### src/rtl/sfif_cpl_resp.sv
// PCIe completer for the SFIF loopback path: MWr32 into a 16-DW register file, MRd32 answered with CplD.
// Optional build macro SFIF_CPL_UR_EN: answer unsupported-length MRd with a Cpl UR instead of dropping it.
module sfif_cpl_resp #(
  parameter logic [15:0] CPL_ID    = 16'h0100,
  parameter int          MAX_RD_DW = 4
) (
  input  logic        clk_125,
  input  logic        rst,
  input  logic        rx64_st,
  input  logic        rx64_end,
  input  logic        rx64_dwen,
  input  logic [63:0] rx64_data,
  input  logic        cr_avail,
  output logic        tx_req,
  input  logic        tx_rdy,
  input  logic        tx_val,
  output logic        tx_st,
  output logic        tx_end,
  output logic        tx_dwen,
  output logic [63:0] tx_data,
  output logic        busy,
  output logic [7:0]  drop_cnt
);

  typedef enum logic [1:0] {S_IDLE, S_REQ, S_SEND} state_t;
  typedef enum logic [1:0] {RX_NONE, RX_MRD, RX_MWR} rx_kind_t;

  typedef struct packed {
    logic        ur;
    logic [15:0] reqid;
    logic [7:0]  tag;
    logic [6:0]  addr;
    logic [9:0]  len;
  } req_t;

  // Receive-side capture
  logic        rx_active;
  logic        rx_second;
  rx_kind_t    rx_kind;
  logic [9:0]  rx_len;
  logic [15:0] rx_reqid;
  logic [7:0]  rx_tag;
  logic [3:0]  rx_fbe;
  logic [6:0]  rx_addr;
  logic [31:0] rx_d0;

  logic [6:0]  cur_addr;
  logic [31:0] cur_d0;
  logic        tlp_done;
  logic        len_ok_rd;
  logic        mwr_fire;
  logic        mwr_drop;
  logic        mrd_ok;
  logic        mrd_ur;
  logic        mrd_drop;

  // Request FIFO and push stage
  logic        push_vld;
  req_t        push_entry;
  req_t        fifo_mem [2];
  logic        wr_ptr;
  logic        rd_ptr;
  logic [1:0]  fifo_cnt;
  logic        fifo_full;
  logic        push;
  logic        pop;
  logic        full_drop;

  logic [31:0] reg_file [16];

  // Completion FSM
  state_t      state, state_n;
  logic [1:0]  beat, beat_n;
  logic        load;
  logic        clear;

  req_t        head;
  logic [1:0]  last_beat;
  logic        dwen_last;
  logic [31:0] dw0, dw1, dw2;
  logic [3:0]  idx0, idx1, idx2, idx3;
  logic [63:0] beat_data;

  logic [1:0]  drop_inc;
  logic [8:0]  drop_sum;

  logic        unused_bits;
  assign unused_bits = &{1'b0, rx64_dwen, rx64_data[55:42], rx64_data[7:4]};

  // The end beat may also be the address beat, so take addr/data0 straight from the bus then.
  assign cur_addr  = rx_second ? rx64_data[38:32] : rx_addr;
  assign cur_d0    = rx_second ? rx64_data[31:0]  : rx_d0;
  assign tlp_done  = rx_active && !rx64_st && rx64_end;
  assign len_ok_rd = (rx_len != 10'd0) && (rx_len <= 10'(MAX_RD_DW));
  assign mwr_fire  = tlp_done && (rx_kind == RX_MWR) && (rx_len == 10'd1);
  assign mwr_drop  = tlp_done && (rx_kind == RX_MWR) && (rx_len != 10'd1);
  assign mrd_ok    = tlp_done && (rx_kind == RX_MRD) && len_ok_rd;
`ifdef SFIF_CPL_UR_EN
  assign mrd_ur    = tlp_done && (rx_kind == RX_MRD) && !len_ok_rd;
  assign mrd_drop  = 1'b0;
`else
  assign mrd_ur    = 1'b0;
  assign mrd_drop  = tlp_done && (rx_kind == RX_MRD) && !len_ok_rd;
`endif

  always_ff @(posedge clk_125 or posedge rst) begin
    if (rst) begin
      rx_active <= 1'b0;
      rx_second <= 1'b0;
      rx_kind   <= RX_NONE;
      rx_len    <= '0;
      rx_reqid  <= '0;
      rx_tag    <= '0;
      rx_fbe    <= '0;
      rx_addr   <= '0;
      rx_d0     <= '0;
    end else if (rx64_st) begin
      rx_active <= !rx64_end;
      rx_second <= !rx64_end;
      case (rx64_data[63:56])
        8'h00:   rx_kind <= RX_MRD;
        8'h40:   rx_kind <= RX_MWR;
        default: rx_kind <= RX_NONE;
      endcase
      rx_len   <= rx64_data[41:32];
      rx_reqid <= rx64_data[31:16];
      rx_tag   <= rx64_data[15:8];
      rx_fbe   <= rx64_data[3:0];
    end else if (rx_active) begin
      if (rx_second) begin
        rx_addr   <= rx64_data[38:32];
        rx_d0     <= rx64_data[31:0];
        rx_second <= 1'b0;
      end
      if (rx64_end) begin
        rx_active <= 1'b0;
      end
    end
  end

  // One-cycle push stage; the full check happens here, so a same-cycle pop cannot make room.
  always_ff @(posedge clk_125 or posedge rst) begin
    if (rst) begin
      push_vld   <= 1'b0;
      push_entry <= '0;
    end else begin
      push_vld   <= mrd_ok || mrd_ur;
      push_entry <= '{ur: mrd_ur, reqid: rx_reqid, tag: rx_tag, addr: cur_addr, len: rx_len};
    end
  end

  always_ff @(posedge clk_125 or posedge rst) begin
    if (rst) begin
      for (int i = 0; i < 16; i++) begin
        reg_file[i] <= '0;
      end
    end else if (mwr_fire) begin
      for (int b = 0; b < 4; b++) begin
        if (rx_fbe[b]) begin
          reg_file[cur_addr[5:2]][8*b +: 8] <= cur_d0[8*b +: 8];
        end
      end
    end
  end

  assign fifo_full = (fifo_cnt == 2'd2);
  assign push      = push_vld && !fifo_full;
  assign full_drop = push_vld && fifo_full;

  always_ff @(posedge clk_125 or posedge rst) begin
    if (rst) begin
      fifo_mem[0] <= '0;
      fifo_mem[1] <= '0;
      wr_ptr      <= 1'b0;
      rd_ptr      <= 1'b0;
      fifo_cnt    <= 2'd0;
    end else begin
      if (push) begin
        fifo_mem[wr_ptr] <= push_entry;
        wr_ptr           <= ~wr_ptr;
      end
      if (pop) begin
        rd_ptr <= ~rd_ptr;
      end
      case ({push, pop})
        2'b10:   fifo_cnt <= fifo_cnt + 2'd1;
        2'b01:   fifo_cnt <= fifo_cnt - 2'd1;
        default: fifo_cnt <= fifo_cnt;
      endcase
    end
  end

  assign drop_inc = {1'b0, mwr_drop} + {1'b0, mrd_drop} + {1'b0, full_drop};
  assign drop_sum = {1'b0, drop_cnt} + {7'd0, drop_inc};

  always_ff @(posedge clk_125 or posedge rst) begin
    if (rst) begin
      drop_cnt <= 8'd0;
    end else begin
      drop_cnt <= drop_sum[8] ? 8'hFF : drop_sum[7:0];
    end
  end

  always_comb begin
    state_n = state;
    beat_n  = beat;
    pop     = 1'b0;
    load    = 1'b0;
    clear   = 1'b0;
    case (state)
      S_IDLE: begin
        if (fifo_cnt != 2'd0) begin
          state_n = S_REQ;
        end
      end
      S_REQ: begin
        if (tx_rdy && cr_avail) begin
          state_n = S_SEND;
          beat_n  = 2'd0;
          load    = 1'b1;
        end
      end
      S_SEND: begin
        if (tx_val) begin
          if (beat == last_beat) begin
            state_n = S_IDLE;
            pop     = 1'b1;
            clear   = 1'b1;
          end else begin
            beat_n = beat + 2'd1;
            load   = 1'b1;
          end
        end
      end
      default: state_n = S_IDLE;
    endcase
  end

  // Completion header and data for the beat about to be presented, built from the FIFO head.
  always_comb begin
    head      = fifo_mem[rd_ptr];
    idx0      = head.addr[5:2];
    idx1      = idx0 + 4'd1;
    idx2      = idx0 + 4'd2;
    idx3      = idx0 + 4'd3;
    dwen_last = head.ur ? 1'b1 : !head.len[0];
    if (head.ur) begin
      last_beat = 2'd1;
    end else begin
      case (head.len)
        10'd1:        last_beat = 2'd1;
        10'd2, 10'd3: last_beat = 2'd2;
        default:      last_beat = 2'd3;
      endcase
    end
    if (head.ur) begin
      dw0 = {8'h0A, 24'd0};
      dw1 = {CPL_ID, 3'b001, 1'b0, 12'd4};
    end else begin
      dw0 = {8'h4A, 14'd0, head.len};
      dw1 = {CPL_ID, 3'b000, 1'b0, head.len, 2'b00};
    end
    dw2 = {head.reqid, head.tag, 1'b0, head.addr};
    case (beat_n)
      2'd0:    beat_data = {dw0, dw1};
      2'd1:    beat_data = {dw2, reg_file[idx0]};
      2'd2:    beat_data = {reg_file[idx1], reg_file[idx2]};
      default: beat_data = {reg_file[idx3], 32'd0};
    endcase
    if ((beat_n == last_beat) && dwen_last) begin
      beat_data[31:0] = 32'd0;
    end
  end

  always_ff @(posedge clk_125 or posedge rst) begin
    if (rst) begin
      state   <= S_IDLE;
      beat    <= 2'd0;
      tx_st   <= 1'b0;
      tx_end  <= 1'b0;
      tx_dwen <= 1'b0;
      tx_data <= 64'd0;
    end else begin
      state <= state_n;
      beat  <= beat_n;
      if (load) begin
        tx_st   <= (beat_n == 2'd0);
        tx_end  <= (beat_n == last_beat);
        tx_dwen <= (beat_n == last_beat) && dwen_last;
        tx_data <= beat_data;
      end else if (clear) begin
        tx_st   <= 1'b0;
        tx_end  <= 1'b0;
        tx_dwen <= 1'b0;
        tx_data <= 64'd0;
      end
    end
  end

  assign tx_req = (state == S_REQ);
  assign busy   = (fifo_cnt != 2'd0) || (state != S_IDLE);

endmodule

### config.mk
export PLATFORM = sky130hd
export DESIGN_NAME = sfif_cpl_resp
export DESIGN_NICKNAME = d
export VERILOG_FILES = /design/src/rtl/sfif_cpl_resp.sv
export SDC_FILE = /design/constraint.sdc
export NUM_CORES = 2
export LEC_CHECK = 0
export CAP_MARGIN = 15
export CORE_AREA = 4 4 353 355
export DETAILED_ROUTE_END_ITERATION = 7
export DIE_AREA = 0 0 357 359
export PLACE_DENSITY = 0.62
export SETUP_SLACK_MARGIN = 0.2
export SYNTH_ARGS = -nofsm -noshare
export SYNTH_HDL_FRONTEND = slang
export SYNTH_SLANG_ARGS = --single-unit
### constraint.sdc
create_clock -name clk_125 -period 35.3 [get_ports clk_125]
set_clock_uncertainty 0.05 [all_clocks]
set_input_delay 5.295 -clock clk_125 [delete_from_list [all_inputs] [get_ports clk_125]]
set_output_delay 5.295 -clock clk_125 [all_outputs]
set_load 0.01 [all_outputs]
==> parameters.txt <==
Parameter                              Value

STA
  Transition time at the pin with the least slew margin ... about 1200 ps
  Highest Clock Rate ... 104 MHz
  RSZ-0062 raised after global routing ... false
  Period utilization ... 27.2%
  Worst max-slew margin expressed relative to the limit ... 18.3%
  Count of endpoints failing setup in the final report ... 0
  Clock period minus worst slack ... 9620 ps
  Number of slew-limit violations in the final report ... 0
  Total negative setup slack ... 0 ps
  Final Hold Viols ... 0

Clocking
  Cell at the root of the clock tree ... sky130_fd_sc_hd__clkbuf_16
  CTS H-tree depth ... 3
  Clock sink count ... 800
  Inserted Clock Buffers ... 88
  Clock slew at reported path FFs ... 60 ps
  Clk Latency, worst-skew pair ... roughly 660 ps
  Post-cts sizing count ... 0
  Buffer count from post-CTS setup fixing ... 0
  Maximum root-to-sink buffer count ... 3
  Cts hold-fix bufs ... 0
  TritonCTS clock tree ... built

Logic synthesis
  Adder-cell share of the synthesized area ... 0.367%
  Combinational family with the most area after synthesis ... multiplexers
  Area share of xor/xnor cells in the synthesized design ... less than 1%
  Net count of the mapped netlist ... 5020
  Summed instance area of the synthesized netlist ... about 0.048 mm²
  Cell count after synthesis ... between 4000 and 5000
  Simple-gate area share of the yosys netlist ... roughly 16%
  Fraction of registers with async set/reset ... 100%
  Flops & latches, synth ... 800
  Compound-cell area share of the yosys netlist ... approximately an eighth
  Number of flops mapped to enable cells by yosys ... 0
  Yosys warns ... 0
  Post-synthesis sequential area ratio ... 41.3%
  Post-synthesis cell type count ... 72
  Post-synthesis mux area share ... 24.8%
  Syn Area/Cell ... 9.81 µm²
  Dominant synthesized flop cell ... sky130_fd_sc_hd__dfrtp_1

Worst setup path
  Setup crit end kind ... asynchronous set/reset pin
  Launching point of the worst reg2reg path ... rd_ptr
  Slowest cell delay on critical path ... 860 ps
  Launch point of the worst path ... rst
  Setup Crit Path Kind ... in -> async
  FF-to-FF End ... tx_data[56]
  Data arrival time of the critical path ... approximately 10000 ps
  Cells on worst reg2reg path ... 11
  Setup slack of the worst register-to-register path ... 29290 ps
  Cell-by-cell listing of the critical path ... clkdlybuf4s50_1 -> inv_8 -> buf_4 -> buf_4 -> buf_4 -> buf_4 -> buf_4
  Worst path top cell family by delay ... buffers and inverters
  Crit path launch type ... input pin
  CP dominant cell by count ... sky130_fd_sc_hd__buf_4
  Highest-delay cell along the critical path ... sky130_fd_sc_hd__buf_4
  Depth of the critical timing path with buffers and inverters included ... 7
  Critical path destination ... tx_data[20]
  Required time at the endpoint of the critical path ... 35980 ps
  Buffers plus inverters on the worst setup path ... 7
  Crit-path max FO ... 127

Placement
  Placer Congestion ... 0.870
  Port Buf Inserts ... approximately 130
  Cell Area, Placed ... just over 0.05 mm²
  Detailed Place HPWL ... 99.0 mm

Layout
  Layout overhead on the synthesized area ... 10.8%
  Most common cell after layout, fill and taps aside ... sky130_fd_sc_hd__dfrtp_1
  Area of all placed cells without fillers ... 0.0537 mm²
  Top library cells by usage in the layout, fill and taps aside ... sky130_fd_sc_hd__dfrtp_1, sky130_fd_sc_hd__nand2_1, sky130_fd_sc_hd__nor2_1
  Nets ... 4848
  Share of post-route cells with drive strength above 1 ... 14.3%

Floorplanning
  Die X ... 357 µm
  Number of standard-cell rows in the floorplan ... 128
  Effective utilization at floorplan ... 39.9%
  Standard cell core area ... 0.121 mm²
  Boundary pin count ... 149
  Die area ... ~0.13 mm²
  Overall die height ... 359 µm

Worst hold path
  Worst hold path cell count ... 0
  HP Class ... reg -> reg
  Beginning of the worst hold path ... rx_tag[5]

Route
  DR WL/cell ... 25.1 µm
  Final antenna-violating net count ... 0
  Routed via count ... a little under 40000
  TritonRoute pass-1 iters ... 8
  Mean number of vias per cell ... between 6 and 7
  Initial detailed-routing violation count ... 4418
  Total detailed-routing wirelength ... ~160 mm
  Number of design rule violations left after detail routing ... 0

Global routing
  Via count of the first global-routing pass ... between 30000 and 40000
  Global-route congestion overflow total ... 0
  GR Util All Layers ... about a quarter
  Number of antenna violations at the first check in global routing ... 3
  First-pass GRT wire length ... approximately 240 mm
  Pin count of the biggest net entering global routing ... 214

Flow run
  Max-Cap Viols ... 0

Pwr
  Peak supply drop ... 0.0000349 V
  Leakage power figure ... 22.1 nW
  Power density relative to cell area ... 40.8 mW/mm²

Run status
  Status ... completed
[routing by layer]
metal,global-route usage [%],up-vias,routed length [µm]
met1,34.0,19746,65400
li1,-,17510,-
met5,0,-,32
met2,38.2,1920,74100
met3,5.12,399,14900
met4,10.1,4,7290
[state kept, by name, indices dropped and copies added (netlist names), 4 cells and up]
name and count:
rx_len 10, tx_data 64, push_entry 41, rx_d0 32, reg_file 512, rx_addr 7
rx_tag 8, fifo_mem 82, rx_reqid 16, rx_fbe 4, drop_cnt 8
[synthesized netlist by cell type (20+ instances only)]
library cell	number	area [µm²]
sky130_fd_sc_hd__mux2i_1	434	4340
sky130_fd_sc_hd__buf_1	47	176
sky130_fd_sc_hd__nand2_1	796	2990
sky130_fd_sc_hd__a221o_1	20	200
sky130_fd_sc_hd__nor2_1	582	2180
sky130_fd_sc_hd__clkbuf_1	214	803
sky130_fd_sc_hd__o22ai_1	22	138
sky130_fd_sc_hd__and3_1	177	1110
sky130_fd_sc_hd__a31oi_1	26	163
sky130_fd_sc_hd__buf_4	33	248
sky130_fd_sc_hd__buf_2	188	941
sky130_fd_sc_hd__mux4_2	273	6150
sky130_fd_sc_hd__o31ai_1	49	368
sky130_fd_sc_hd__a311oi_1	110	963
sky130_fd_sc_hd__mux2_2	128	1440
sky130_fd_sc_hd__a21oi_1	524	2620
sky130_fd_sc_hd__and2_1	27	169
sky130_fd_sc_hd__o21ai_0	42	210
sky130_fd_sc_hd__nand3_1	146	731
sky130_fd_sc_hd__a211oi_1	35	263
sky130_fd_sc_hd__a22o_1	29	254
sky130_fd_sc_hd__dfrtp_1	800	20000
sky130_fd_sc_hd__a2111oi_0	23	201
[cell type report]
class	instances	area, µm²
clock buffer	121	2610
antenna	2	5.00
inverter	21	101
multi-input combinational	3629	26300
fill	11467	67700
clock inverter	38	505
timing repair buffer	223	2050
sequential	800	20000
tap	1625	2030
[how the worst min path moves through the flow]
stage / to / slack [ps]
2_1_floorplan: push_entry[17] / 300
3_3_place_gp: push_entry[33] / 310
3_5_place_dp: push_entry[29] / 310
4_1_cts: push_entry[22] / 320
5_1_grt: push_entry[35] / 330
6_report: push_entry[22] / 320
[kinds of logic (layout without fill, tap and decap cells)]
logic type | after synthesis | after routing
compound gates | 955 | 955
xor+xnor | 21 | 21
fa+ha+maj | 13 | 13
buf+inv | 506 | 403
flops | 800 | 800
mux | 839 | 839
other cells | 0 | 2
simple gates | 1801 | 1801
[metrics by stage]
| step | setup slack (ps) | hold WS [ps] | cells | total power, mW | utilization, % |
|---|---|---|---|---|---|
| 6_report | 25680 | 318 | 6459 | 2.19 | 44.2 |
| 5_1_grt | 24940 | 332 | 6457 | 2.26 | 44.2 |
| 4_1_cts | 25520 | 322 | 6457 | 2.20 | 44.2 |
| 3_5_place_dp | 24810 | 306 | 6298 | 1.20 | 41.6 |
| 3_3_place_gp | 24860 | 305 | 6298 | 1.20 | 41.6 |
| 2_1_floorplan | 7490 | 300 | 4935 | 1.10 | - |
[power by group]
part / total (mW) / internal [mW] / switching [mW]
clock network: 1.00 / 0.597 / 0.403
logic: 0.225 / 0.0632 / 0.162
registers: 0.964 / 0.945 / 0.0194
total: 2.19 / 1.61 / 0.584
Note: power is estimated with default switching activity, not from simulation.
